<file path="config.mk">
export PLATFORM = sky130hd
export DESIGN_NAME = fetch_queue
export DESIGN_NICKNAME = d
export VERILOG_FILES = /design/src/rtl/fetch_queue.sv
export SDC_FILE = /design/constraint.sdc
export NUM_CORES = 1
export LEC_CHECK = 0
export CAP_MARGIN = 0
export CORE_ASPECT_RATIO = 0.8
export CORE_MARGIN = 1
export CORE_UTILIZATION = 50
export CTS_CLUSTER_SIZE = 40
export DETAILED_ROUTE_END_ITERATION = 12
export HOLD_SLACK_MARGIN = 0.03
export PLACE_DENSITY = 0.72
export SYNTH_ARGS = -nofsm -noshare
export SYNTH_HDL_FRONTEND = slang
export SYNTH_SLANG_ARGS = --single-unit
</file>
<file path="constraint.sdc">
create_clock -name clk -period 3.8 [get_ports clk]
set_input_delay 0.38 -clock clk [delete_from_list [all_inputs] [get_ports clk]]
set_output_delay 0.38 -clock clk [all_outputs]
set_load 0.01 [all_outputs]
</file>
<file path="src/rtl/fetch_queue.sv">
// Instruction-fetch front end: PC generator, synchronous IMEM request path and a DEPTH-entry prefetch FIFO.
// Optional FETCH_PERF_EN adds the saturating stall_cnt / flush_cnt performance counters.
module fetch_queue #(
  parameter int                ADDR_W   = 32,
  parameter int                INSN_W   = 32,
  parameter int                DEPTH    = 4,
  parameter logic [ADDR_W-1:0] RESET_PC = '0
) (
  input  logic              clk,
  input  logic              rst_n,
  output logic              imem_req,
  output logic [ADDR_W-1:0] imem_addr,
  input  logic [INSN_W-1:0] imem_rdata,
  output logic              out_valid,
  output logic [INSN_W-1:0] out_insn,
  output logic [ADDR_W-1:0] out_pc4,
  input  logic              out_ready,
  input  logic              redirect_valid,
  input  logic [ADDR_W-1:0] redirect_pc
`ifdef FETCH_PERF_EN
  ,
  output logic [31:0]       stall_cnt,
  output logic [31:0]       flush_cnt
`endif
);

  localparam int PTR_W = (DEPTH > 1) ? $clog2(DEPTH) : 1;
  localparam int CNT_W = $clog2(DEPTH + 1);
  localparam int OCC_W = CNT_W + 1;

  logic [ADDR_W-1:0] fetch_pc;
  logic [ADDR_W-1:0] inflight_pc;
  logic              inflight;
  logic [INSN_W-1:0] mem_insn [DEPTH];
  logic [ADDR_W-1:0] mem_pc4  [DEPTH];
  logic [PTR_W-1:0]  rd_ptr;
  logic [PTR_W-1:0]  wr_ptr;
  logic [CNT_W-1:0]  count;
  logic              pop;
  logic              push;
  logic              issue;
  logic [OCC_W-1:0]  occupancy;

  // Decode handshake: an entry transfers on every rising edge where out_valid and
  // out_ready are both high; out_valid depends only on FIFO occupancy, never on out_ready.
  assign out_valid = (count != '0);
  assign pop       = out_valid && out_ready;
  assign push      = inflight && !redirect_valid;
  assign out_insn  = mem_insn[rd_ptr];
  assign out_pc4   = mem_pc4[rd_ptr];

  // Counting the in-flight slot reserves room for every outstanding response.
  assign occupancy = OCC_W'(count) + OCC_W'(inflight) - OCC_W'(pop);
  assign issue     = rst_n && !redirect_valid && (occupancy < OCC_W'(DEPTH));
  assign imem_req  = issue;
  assign imem_addr = fetch_pc;

  always_ff @(posedge clk or negedge rst_n) begin
    if (!rst_n) begin
      fetch_pc    <= RESET_PC;
      inflight_pc <= RESET_PC;
      inflight    <= 1'b0;
      rd_ptr      <= '0;
      wr_ptr      <= '0;
      count       <= '0;
      for (int i = 0; i < DEPTH; i++) begin
        mem_insn[i] <= '0;
        mem_pc4[i]  <= '0;
      end
    end else begin
      inflight    <= issue;
      inflight_pc <= fetch_pc;
      if (issue) begin
        fetch_pc <= fetch_pc + ADDR_W'(4);
      end
      if (push) begin
        mem_insn[wr_ptr] <= imem_rdata;
        mem_pc4[wr_ptr]  <= inflight_pc + ADDR_W'(4);
        wr_ptr           <= wr_ptr + PTR_W'(1);
      end
      // A redirect drops queued entries; a coinciding pop has still been handed to decode.
      if (redirect_valid) begin
        fetch_pc <= redirect_pc;
        count    <= '0;
        rd_ptr   <= wr_ptr;
      end else begin
        count <= count + CNT_W'(push) - CNT_W'(pop);
        if (pop) begin
          rd_ptr <= rd_ptr + PTR_W'(1);
        end
      end
    end
  end

  overflow_guard: assert property (@(posedge clk) disable iff (!rst_n)
    !(push && !pop && count == CNT_W'(DEPTH)));

`ifdef FETCH_PERF_EN
  always_ff @(posedge clk or negedge rst_n) begin
    if (!rst_n) begin
      stall_cnt <= '0;
      flush_cnt <= '0;
    end else begin
      if (out_valid && !out_ready && stall_cnt != '1) begin
        stall_cnt <= stall_cnt + 32'd1;
      end
      // Only redirects that actually throw work away count as flushes.
      if (redirect_valid && (out_valid || inflight) && flush_cnt != '1) begin
        flush_cnt <= flush_cnt + 32'd1;
      end
    end
  end
`endif

endmodule

</file>
==> Word level (Yosys, flattened, before mapping) <==
Cells that the tools add are included.
{ "totals": {"reg_bits": 328, "latch_bits": 0, "mem_bits_rw": 0, "mem_bits_ro": 0, "in_bits": 68, "output_inout_bits": 98, "word_cells": 52, "memories": 0} }
{ "classes": {"addsub": 8, "multipliers": 0, "n_div": 0, "n_lt_le_gt_ge": 4, "eq_ne": 0, "n_shift": 0, "mux": 15, "n_bitwise": 2, "reduce_logical": 9} }
{ "op_table": {"columns": ["op", "count"], "rows": [
  ["$bwmux 128", 2],
  ["$mux 32", 7],
  ["$bmux 32 s2", 2],
  ["$add 32x3->32 const B", 2],
  ["$demux 32 s2", 1],
  ["$ge 3x3->1 const B", 2],
  ["$not 2->3", 2],
  ["$logic_and 1x1->1", 5],
  ["$add 2x1->2 const B", 2],
  ["$add 3x1->4", 1],
  ["$lt 4x3->1 const B", 1],
  ["$mux 2", 2],
  ["$reduce_bool 2->1", 2],
  ["$sub 4x1->4", 1],
  ["$add 3x1->3", 1],
  ["$lt 3x1->1 const B", 1],
  ["$mux 3", 1],
  ["$reduce_bool 3->1", 1],
  ["$sub 3x1->3", 1],
  ["$logic_not 1->1", 1]
]} }

==> Longest topological paths before layout <==
Gate-level depths: netlist (run 1).
{ "logic_depth": {"depth_word": 7, "mapped_depth": 12, "ltp_nobuf": 11} }

==> Least setup slack after synthesis (run 1) <==
OpenSTA, ideal clock, no wires.
{ "synth_timing": {"path_type": "register -> register", "start": "register count[1]", "end": "register fetch_pc[24] (netlist: imem_addr[24])", "setup_time_ps": 126, "arrival_time_ps": 3124, "required_ps": 3674, "path_slack_ps": 550, "stages_incl_launch_ff": 13, "path_buffers": 1, "cell_sequence": "dfrtp_1 -> or3_1 -> and2_1 -> ha_1 -> inv_1 -> ha_1 -> and3b_1 -> or3_1 -> a2bb2o_2 -> inv_4 -> buf_6 -> mux2_2 -> a221o_1"} }
{ "synth_between": {"elab_chain_len": 6} }
{ "synth_lines": {"columns": ["item", "line_no", "rtl"], "rows": [
  ["from (decl)", "38", "logic [CNT_W-1:0] count;"],
  ["from (signal assigned)", "87", "count <= count + CNT_W'(push) - CNT_W'(pop);"],
  ["$reduce_bool 3->1", "46", "assign out_valid = (count != '0);"],
  ["named net out_valid", "14", "output logic out_valid,"],
  ["$logic_and 1x1->1", "47", "assign pop = out_valid && out_ready;"],
  ["$sub 4x1->4", "53", "assign occupancy = OCC_W'(count) + OCC_W'(inflight) - OCC_W'(pop);"],
  ["$lt 4x3->1", "54", "assign issue = rst_n && !redirect_valid && (occupancy < OCC_W'(DEPTH));"],
  ["$logic_and 1x1->1", "54", null],
  ["$reduce_bool 2->1 (no line)", null, null],
  ["to (signal assigned)", "74", "fetch_pc <= fetch_pc + ADDR_W'(4);"],
  ["to (signal assigned)", "83", "fetch_pc <= redirect_pc;"],
  ["to (decl)", "31", "logic [ADDR_W-1:0] fetch_pc;"]
]} }
The timed path passes the listed nets, and every way through them passes these cells.
A chain may end at the register's enable or synchronous reset.

==> Worst setup path in the final report (run 1) <==
{ "layout_timing": {"start": "register count[1]", "end": "output imem_req"} }
{ "layout_between": {"elab_chain_len": 5} }
{ "layout_lines": {"columns": ["item", "line_no", "rtl"], "rows": [
  ["branches (longest 2 deep; another with $add 3x1->4)", null, null],
  ["$sub 4x1->4 *", "53", null],
  ["$lt 4x3->1 *", "54", null],
  ["$logic_and 1x1->1 *", "54", null],
  ["to (decl)", "11", "output logic imem_req,"]
]} }
Every way passes the cells marked *.

==> results of run 1 <==
-- placed cells by master, fill, tap and decap left out, types with 4 or more instances in the layout --
cell | netlist | routed
nor2_1 | 14 | 14
mux2i_1 | 11 | 11
a221o_1 | 19 | 19
nor4_1 | 5 | 5
nand2_1 | 157 | 153
xor2_1 | 9 | 9
nor3_1 | 20 | 20
nor3_2 | 4 | 4
nand3_1 | 26 | 26
nand4_1 | 15 | 15
buf_4 | 0 | 15
o31ai_1 | 4 | 4
clkinv_2 | 0 | 9
nand2_4 | 0 | 4
xnor2_1 | 24 | 24
mux4_2 | 64 | 64
nor4_4 | 5 | 5
inv_1 | 16 | 16
clkbuf_16 | 0 | 37
ha_1 | 12 | 12
clkbuf_8 | 0 | 5
and3_1 | 16 | 16
mux2_2 | 156 | 156
clkdlybuf4s50_1 | 0 | 162
and2_1 | 5 | 4
clkbuf_1 | 38 | 7
or3_1 | 4 | 4
dfrtp_1 | 328 | 326
o21ai_0 | 101 | 101
o21ai_1 | 23 | 23
-- critical path, cell delays in order, from the launching register on --
cell,delay (ps)
dfrtp_1,410
or3_1,360
and2_2,240
ha_1,180
inv_1,60
ha_1,230
and3b_1,180
or3_1,340
a2bb2o_2,270
inv_4,70
dlymetal6s2s_1,150
-- cell families (layout without fill, tap and decap cells) --
kind of cell / count (synthesis) / count (layout) / share of synthesized area
flip-flops: 328 / 328 / 0.554
AND/OR/NAND/NOR: 293 / 293 / 0.101
multiplexers: 231 / 231 / 0.223
AO/OA/AOI/OAI: 158 / 158 / 0.0625
buffers and inverters: 88 / 262 / 0.0283
XOR/XNOR: 33 / 33 / 0.0195
adder cells (fa/ha/maj): 13 / 13 / 0.0115
-- report_power, final --
part,switching (mW),internal [mW]
combinational,1.97,2.79
sequential,0.844,4.72
clock,1.35,2.01
total,4.17,9.52
-- path summary, 6_finish.rpt --
check                                     from        endpoint  slack [ps]
min in group asynchronous                rst_n   mem_insn[107]         380
worst min register to register    imem_addr[0]  inflight_pc[0]         410
max in group asynchronous                rst_n       rd_ptr[0]        2050
worst max-delay path                  count[1]        imem_req         440
worst min-delay path            redirect_valid        count[2]         190
worst max register to register        count[1]   imem_addr[27]         480
-- timing repair --
| item | CTS | global route |
|---|---|---|
| gates resized for setup | 0 | 2 |
| endpoints found under the hold margin | 47 | 0 |
| setup buffers | 0 | 1 |
| hold buffers | 1 | 0 |
| endpoints found under the setup margin | 0 | 1 |
-- final cells by class --
class	count	area, um^2
clock buffers	49	1020
clock inverters	12	113
fillers	2215	10800
inverters	17	66.3
multi-input cells	728	6220
flip-flops and latches	328	8210
well taps	370	463
repair buffers	184	1840
-- routing by layer --
layer,up-vias,global-route usage,routed length [um],share of wire
met5,-,0,0,0
met4,0,0.0586,535,0.016
met3,54,0.0342,1560,0.046
met2,246,0.370,16100,0.47
met1,5014,0.349,15900,0.47
li1,4474,-,-,-
-- sequential cells by signal, summed over array words and instances (netlist names) --
name,count
mem_insn,128
mem_pc4,128
imem_addr,32
inflight_pc,32
count,3
rd_ptr,2
wr_ptr,2
inflight,1
-- metrics by stage --
step	hold WS, ps	cell area, um^2	setup WS [ps]	power, mW	utilization
after floorplan	84.4	14800	550	8.26	-
after global placement	322	16800	472	10.2	0.585
after detailed placement	322	16800	421	10.4	0.585
after CTS	172	17900	11.2	13.8	0.624
after global routing	187	17900	272	14.5	0.625
final	192	17900	435	13.7	0.625
==> summary.txt, run 1 <==
Worst min path class -> input pin to flop
Clock Skew -> 13.0 ps
Leakage power -> 7.87 nW
Mapped Avg Cell Area -> 12.9 um^2
Initial Utilization -> 0.516
CP Data Required Time -> 3420 ps
Placed wire-length estimate -> 21900 um
Initial DRC count -> 641
Setup TNS -> 0 ps
Residual DRC -> 0
DR pass1 iterations -> 5
Critical Path Start Type -> flop
Core area -> 0.0287 mm^2
Setup CP Type -> flop to primary output
Port Buffers -> 165
Maximum vdd drop -> 426 uV
Cells after Synth -> 1144
Post-synth top area share -> 0.554
Final-stage net count -> 1374
Peak Freq -> 297 MHz
Synthesized net count -> 1225
CTS tree -> built
Total CTS buffers -> 34
CP Data Arrival Time -> 2980 ps
Clock root buffer -> clkbuf_16
Endpoints failing hold -> 0
Die H -> 156 um
Yosys reg bits -> 328
Top post-synthesis cells by area -> dfrtp_1 (55%), mux2_2 (12%), mux4_2 (9.7%)
Actual slew at the worst max-slew pin -> 1150 ps
CP Capture Type -> primary output
Synth async-reset ratio -> 1.00
CTS clk-pin slew, worst paths -> 60 ps
Num Clock Sinks -> 328
Period utilisation layout -> 0.885
Initial antenna violation count -> 0
Tmin final -> 3360 ps
Syn Std Cell Area -> 0.0148 mm^2
Clock Tree Buf Depth -> 3
Worst relative slew slack -> 0.234
Gr ovfl total -> 0
Top post-synthesis cells by count -> dfrtp_1 (328), nand2_1 (157), mux2_2 (156)
Yosys top cell by area -> dfrtp_1
Final antenna-violating net count -> 0
Final Non-Filler Cells -> 1688
Ant diodes -> 0
Routed WL -> 34100 um
Worst r2r path cells -> 12
RD Place Congestion -> 0.857
Row Count -> 55
Hold Path Cell Cnt -> 2
Worst-path maximum fanout -> 4
Vias in the first global route -> 10310
Fraction of layout cells with a size suffix above 1 -> 0.241
Power per cell area -> 763 mW/mm^2
WL per Instance -> 20.2 um
First-pass GRT wire length -> 56800 um
Area growth syn-to-layout -> 21.0%
Max-Cap Viols -> 0
Status -> finished, final reports clean
Pins over their slew limit -> 0
DR vias/cell -> 5.80
Largest net degree at the start of global routing -> 94
Top-count cell post-synth -> dfrtp_1
Die ar. -> 0.0303 mm^2
Gr usage total -> 0.236
Library cells used by synthesis -> 51
Worst-Skew Late Latency -> 510 ps
Number of synthesized flops with an enable pin -> 0
Inst Count DP -> 1625
H-Tree Depth -> 2
Vias -> 9788
Synthesis Warnings -> 0
Sequential cell area fraction in the yosys report -> 0.554
Die X -> 194 um
Final setup viols -> 0
RSZ-0062 raised after global routing -> false
I/O Pins -> 166
Main flop type after synthesis -> dfrtp_1
(Power assumes the default switching activity.)
==> run 2: changes to the inputs <==
- RECOVER_POWER: unset -> 25
==> run 2 against run 1 <==
Compared with the run above:
- the run now ends with capacitance limit, slew limit left
- design area is 0.10% lower
- first-iteration DRC count fell by 0.94%
- core utilization is 0.065 points lower
- clock skew rose by 2.3 ps
- sequential power about the same
- non-clock buffer count is the same
- power hardly changed
- die area did not move
- count of clock-buffer cells in the layout unchanged
- global-route usage did not move
- sequential share of layout area about the same
- fmax down 1.1%
- highest routed layer unchanged
==> summary.txt, run 2 (synthesized netlist as in run 1, its figures left out) <==
Core area -> 0.0287 mm^2 (unchanged)
Period utilisation layout -> 0.895 (+0.00961)
Die H -> 156 um (unchanged)
Actual slew at the worst max-slew pin -> 1890 ps (+739 ps)
Clock Tree Buf Depth -> 3 (unchanged)
Met3 WL -> 1600 um (+3.0%)
Initial antenna violation count -> 0 (unchanged)
Worst-path maximum fanout -> 4 (unchanged)
Residual DRC -> 0 (unchanged)
Clock Skew -> 15.2 ps (+2.26 ps)
Reg-to-reg critical path startpoint -> count[1]
Area taken by multi-input logic gates -> 0.00621 mm^2 (-0.10%)
R2R Setup Slk -> 440 ps (-40 ps)
First-pass GRT wire length -> 56800 um (unchanged)
Gr usage total -> 0.236 (unchanged)
I/O Pins -> 166 (unchanged)
Highest routed layer -> met4
Worst min path class -> input pin to flop
Leakage power -> 7.84 nW (-0.27%)
Final-stage net count -> 1374 (unchanged)
CP Data Required Time -> 3420 ps (about the same)
Endpoints failing hold -> 0 (unchanged)
Area growth syn-to-layout -> 20.9%
Maximum vdd drop -> 426 uV (about the same)
Die ar. -> 0.0303 mm^2 (unchanged)
Worst r2r path cells -> 12 (unchanged)
Tmin final -> 3400 ps (+36.5 ps)
Wire length on met2 -> 16100 um (-0.25%)
Setup CP Type -> flop to primary output
Largest net degree at the start of global routing -> 94 (unchanged)
Placed wire-length estimate -> 21900 um (unchanged)
Max-Cap Viols -> 3 (+3)
Pins over their slew limit -> 189 (+189)
Gr ovfl total -> 0 (unchanged)
Commonest non-fill, non-tap cells in the layout -> dfrtp_1 (326), clkdlybuf4s50_1 (159), mux2_2 (156)
Die X -> 194 um (unchanged)
Worst-Skew Late Latency -> 510 ps (about the same)
Tot Pwr -> 13.7 mW (about the same)
H-Tree Depth -> 2 (unchanged)
Post-place setup slack -> 421 ps (unchanged)
Critical R2R Capture -> imem_addr[27]
Most common cell after layout, fill and taps aside -> dfrtp_1
Num Clock Sinks -> 328 (unchanged)
Vias in the first global route -> 10310 (unchanged)
Clock root buffer -> clkbuf_16
Setup crit end -> imem_req
Hold Path Cell Cnt -> 2 (unchanged)
Initial DRC count -> 635 (-0.94%)
Total CTS buffers -> 34 (unchanged)
Setup TNS -> 0 ps (unchanged)
Fillers -> 2219 (+0.18%)
RSZ-0062 raised after global routing -> false
Status -> finished with violations
Final antenna-violating net count -> 0 (unchanged)
Fraction of layout cells with a size suffix above 1 -> 0.239 (-0.00228)
Reg area -> 0.00821 mm^2 (unchanged)
DR pass1 iterations -> 5 (unchanged)
Biggest regs -> mem_insn (128), mem_pc4 (128)
CP Launch Point -> count[1]
Critical Path Start Type -> flop
CTS clk-pin slew, worst paths -> 60 ps (about the same)
CP Data Arrival Time -> 3020 ps (+40 ps)
CTS tree -> built
Failing checks -> capacitance limit, slew limit
Final setup viols -> 0 (unchanged)
Row Count -> 55 (unchanged)
Final setup margin -> 399 ps (-36.5 ps)
Port Buffers -> 165 (unchanged)
Met1 Wirelength -> 15900 um (about the same)
Worst relative slew slack -> -0.258 (-0.492)
Initial Utilization -> 0.516 (unchanged)
Routed WL -> 34100 um (about the same)
DR vias/cell -> 5.82 (+0.35%)
RD Place Congestion -> 0.857 (unchanged)
Peak Freq -> 294 MHz (-1.1%)
WL per Instance -> 20.2 um (about the same)
Vias -> 9822 (+0.35%)
Ant diodes -> 0 (unchanged)
Worst hold slack -> 186 ps (-6.20 ps)
Power per cell area -> 764 mW/mm^2 (about the same)
CP Capture Type -> primary output
-- run 2: cell types whose count changed in the layout (fill, tap and decap cells not counted) --
cell,delta
and2_0,+1
and2_2,-1
buf_4,-4
clkbuf_1,+2
clkbuf_2,+2
clkdlybuf4s50_1,-3
dlygate4sd3_1,+3
nand2_2,+1
nand2_4,-1
-- run 2: how the worst min path moves through the flow --
| stage | slack, ps | startpoint | endpoint |
|---|---|---|---|
| after global routing | 190 | redirect_valid | count[2] |
| final | 190 | redirect_valid | count[2] |
| after detailed placement | 320 | rst_n | mem_insn[106] |
| after global placement | 320 | rst_n | mem_insn[74] |
| after CTS | 170 | redirect_valid | count[2] |
| after floorplan | 80 | rst_n | count[0] |
-- run 2: per-layer routing --
| metal | vias up | track usage |
|---|---|---|
| met5 | - | 0 |
| met4 | 0 | 0.0586 |
| met3 | 54 | 0.0342 |
| met2 | 272 | 0.370 |
| met1 | 5017 | 0.349 |
| li1 | 4479 | - |
-- run 2: per-stage QoR --
stage	cells	util	instance area, um^2
2_1_floorplan	1144	-	14800
3_3_place_gp	1625	0.585	16800
3_5_place_dp	1625	0.585	16800
4_1_cts	1687	0.624	17900
5_1_grt	1688	0.624	17900
6_report	1688	0.624	17900
-- run 2: area by class of cell --
type,count,share of cell area
clock inverters,12,0.00629
well taps,370,0.0258
clock buffers,49,0.0570
flip-flops and latches,328,0.459
repair buffers,184,0.102
inverters,17,0.00370
multi-input cells,728,0.347
-- run 2: power by group --
part | switching, mW | internal (mW) | total (mW)
Sequential | 0.844 | 4.72 | 5.57
Combinational | 1.97 | 2.79 | 4.76
Clock | 1.35 | 2.01 | 3.36
-- run 2: critical path, cell delays in order (launching register included) --
cell and delay (ps):
dfrtp_1 410, or3_1 360, and2_0 240, ha_1 210, inv_1 60, ha_1 230, and3b_1 180, or3_1 340
a2bb2o_2 270, inv_4 70, dlymetal6s2s_1 150
-- run 2: repair_timing --
action | 4_1_cts | 5_1_grt
endpoints found under the hold margin | 47 | 0
endpoints found under the setup margin | 0 | 1
setup buffers | 0 | 1
hold buffers | 1 | 0
gates resized for setup | 0 | 2
==> run 3: changes to the inputs <==
- CORE_ASPECT_RATIO: 0.8 -> 0.75
- CORE_MARGIN: 1 -> 4
- RECOVER_POWER: 25 -> 100
==> run 3 against run 2 <==
Compared with the run above:
- the run still ends with capacitance limit, slew limit left
- clock skew increased by 6.9 ps
- core utilization decreased by 0.83 points
- die area increased by 7.1%
- fmax decreased by 5.3%
- power decreased by 1.2%
- sequential cell count unchanged
- final cell count increased by 1.3%
- count of clock-buffer cells in the layout decreased by 3
- critical path type unchanged
- largest cell class unchanged
- largest power group unchanged
==> summary.txt, run 3 (synthesized netlist as in run 1, its figures left out) <==
Status -> finished with violations
Failing checks -> capacitance limit, slew limit
Maximum vdd drop -> 453 uV (+6.5%)
Critical Path Start Type -> flop
DR pass1 iterations -> 5 (unchanged)
Die X -> 207 um (+6.3%)
CTS tree -> built
Residual DRC -> 0 (unchanged)
Pins over their slew limit -> 217 (+15%)
CP delay by family, top -> simple AND/OR/NAND/NOR gates
Final-stage net count -> 1374 (unchanged)
Initial DRC count -> 652 (+2.7%)
Routed WL -> 34100 um (about the same)
Vias -> 9739 (-0.85%)
Fillers -> 2307 (+4.0%)
Final setup margin -> 208 ps (-191 ps)
Initial Utilization -> 0.509 (-0.00752)
First-pass GRT wire length -> 56300 um (-0.83%)
CTS clk-pin slew, worst paths -> 60 ps (about the same)
Core area -> 0.0291 mm^2 (+1.5%)
Actual slew at the worst max-slew pin -> 1780 ps (-108 ps)
Buffers & Inverters on Critical Path -> 3 (unchanged)
Slowest cell on the critical path -> dfrtp_1
RSZ-0062 raised after global routing -> false
Final antenna-violating net count -> 0 (unchanged)
Clock Skew -> 22.2 ps (+6.94 ps)
H-Tree Depth -> 2 (unchanged)
Ant diodes -> 0 (unchanged)
Gr usage total -> 0.217 (-0.0194)
I/O Pins -> 166 (unchanged)
Largest net degree at the start of global routing -> 172 (+83%)
CP peak stage delay -> 420 ps (about the same)
Period utilisation layout -> 0.945 (+0.0503)
Tmin final -> 3590 ps (+191 ps)
Num Clock Sinks -> 328 (unchanged)
WL per Instance -> 19.9 um (-1.3%)
Commonest non-fill, non-tap cells in the layout -> dfrtp_1 (326), mux2_2 (156), nand2_1 (153)
RD Place Congestion -> 0.802 (-6.4%)
Final setup viols -> 0 (unchanged)
Port Buffers -> 165 (unchanged)
Most common cell after layout, fill and taps aside -> dfrtp_1
Number of setup buffers added after CTS -> 0 (unchanged)
Fraction of layout cells with a size suffix above 1 -> 0.237 (-0.00152)
Worst-Skew Late Latency -> 510 ps (about the same)
CP Data Required Time -> 3420 ps (about the same)
Die ar. -> 0.0325 mm^2 (+7.1%)
Gr ovfl total -> 0 (unchanged)
Total CTS buffers -> 34 (unchanged)
Post-place setup slack -> 338 ps (-82.9 ps)
Setup CP Type -> flop to primary output
DR vias/cell -> 5.70 (-2.1%)
CP cell instances -> or3_1 -> and2_1 -> ha_1 -> inv_1 -> ha_1 -> and3b_1 -> or3_1 -> a2bb2o_2 -> inv_6 -> dlygate4sd2_1
Area growth syn-to-layout -> 21.1%
Worst-path maximum fanout -> 12 (+8)
Leakage power -> 7.96 nW (+1.4%)
Biggest regs -> mem_insn (128), mem_pc4 (128)
Worst min path class -> input pin to flop
CP Capture Type -> primary output
Power per cell area -> 753 mW/mm^2 (-1.4%)
Max-Cap Viols -> 4 (+1)
CP Data Arrival Time -> 3210 ps (+190 ps)
Die H -> 157 um (+0.71%)
Endpoints failing hold -> 0 (unchanged)
Setup TNS -> 0 ps (unchanged)
Row Count -> 54 (-1.8%)
Initial antenna violation count -> 1 (+1)
Clock root buffer -> clkbuf_16
Clock Tree Buf Depth -> 3 (unchanged)
Placed wire-length estimate -> 22400 um (+2.3%)
Vias in the first global route -> 10287 (-0.22%)
Peak Freq -> 278 MHz (-5.3%)
Worst relative slew slack -> -0.190 (+0.0678)
-- run 3: cell types whose count changed in the layout (fill, tap and decap cells not counted), moves of 7 or more --
cell	delta
buf_4	-7
clkdlybuf4s50_1	-93
dlygate4sd3_1	+93
o21ai_0	+23
o21ai_1	-23
-- run 3: report_power, final --
group	internal [mW]	switching (mW)	total (mW)
clock network	2.06	1.39	3.44
registers	4.72	0.832	5.55
logic	2.56	1.96	4.52
-- run 3: routing by layer --
layer	wire, um	GRT usage
met2	15400	0.330
met5	0	0
met4	702	0.0522
met3	1810	0.0379
met1	16200	0.330
-- run 3: timing repair --
action | 4_1_cts | 5_1_grt
setup endpoints to repair | 1 | 0
resized for setup | 2 | 0
endpoints found under the hold margin | 18 | 0
hold buffers | 1 | 0
-- run 3: cell type report --
cell class | count | area, um^2 | share of cell area
inverters | 17 | 68.8 | 0.00384
multi-input cells | 728 | 6190 | 0.345
clock buffers | 46 | 997 | 0.0556
repair buffers | 184 | 1800 | 0.100
well taps | 392 | 490 | 0.0273
flip-flops and latches | 328 | 8210 | 0.458
clock inverters | 15 | 169 | 0.00942
-- run 3: stage by stage --
| stage | hold WS, ps | cell area (um^2) | utilization | std cells | total power [mW] |
|---|---|---|---|---|---|
| 2_1_floorplan | 84.4 | 14800 | - | 1144 | 8.26 |
| 3_3_place_gp | 217 | 16800 | 0.578 | 1648 | 10.3 |
| 3_5_place_dp | 218 | 16800 | 0.578 | 1648 | 10.4 |
| 4_1_cts | 223 | 18000 | 0.619 | 1710 | 13.9 |
| 5_1_grt | 232 | 17900 | 0.616 | 1710 | 14.4 |
| 6_report | 233 | 17900 | 0.616 | 1710 | 13.5 |
-- run 3: worst paths after layout --
path	start	to	slack, ps	cells past startpoint
min reg2reg	imem_addr[0]	inflight_pc[0]	420	0
min	redirect_valid	rd_ptr[0]	230	3
min in group asynchronous	rst_n	mem_insn[55]	660	2
max	count[1]	imem_req	210	10
max in group asynchronous	rst_n	mem_pc4[19]	720	4
max reg2reg	count[1]	imem_addr[7]	260	11
-- run 3: worst min-delay path: stages --
cell	delay (ps)
buf_2	180
nand2_1	80
o21ai_0	70
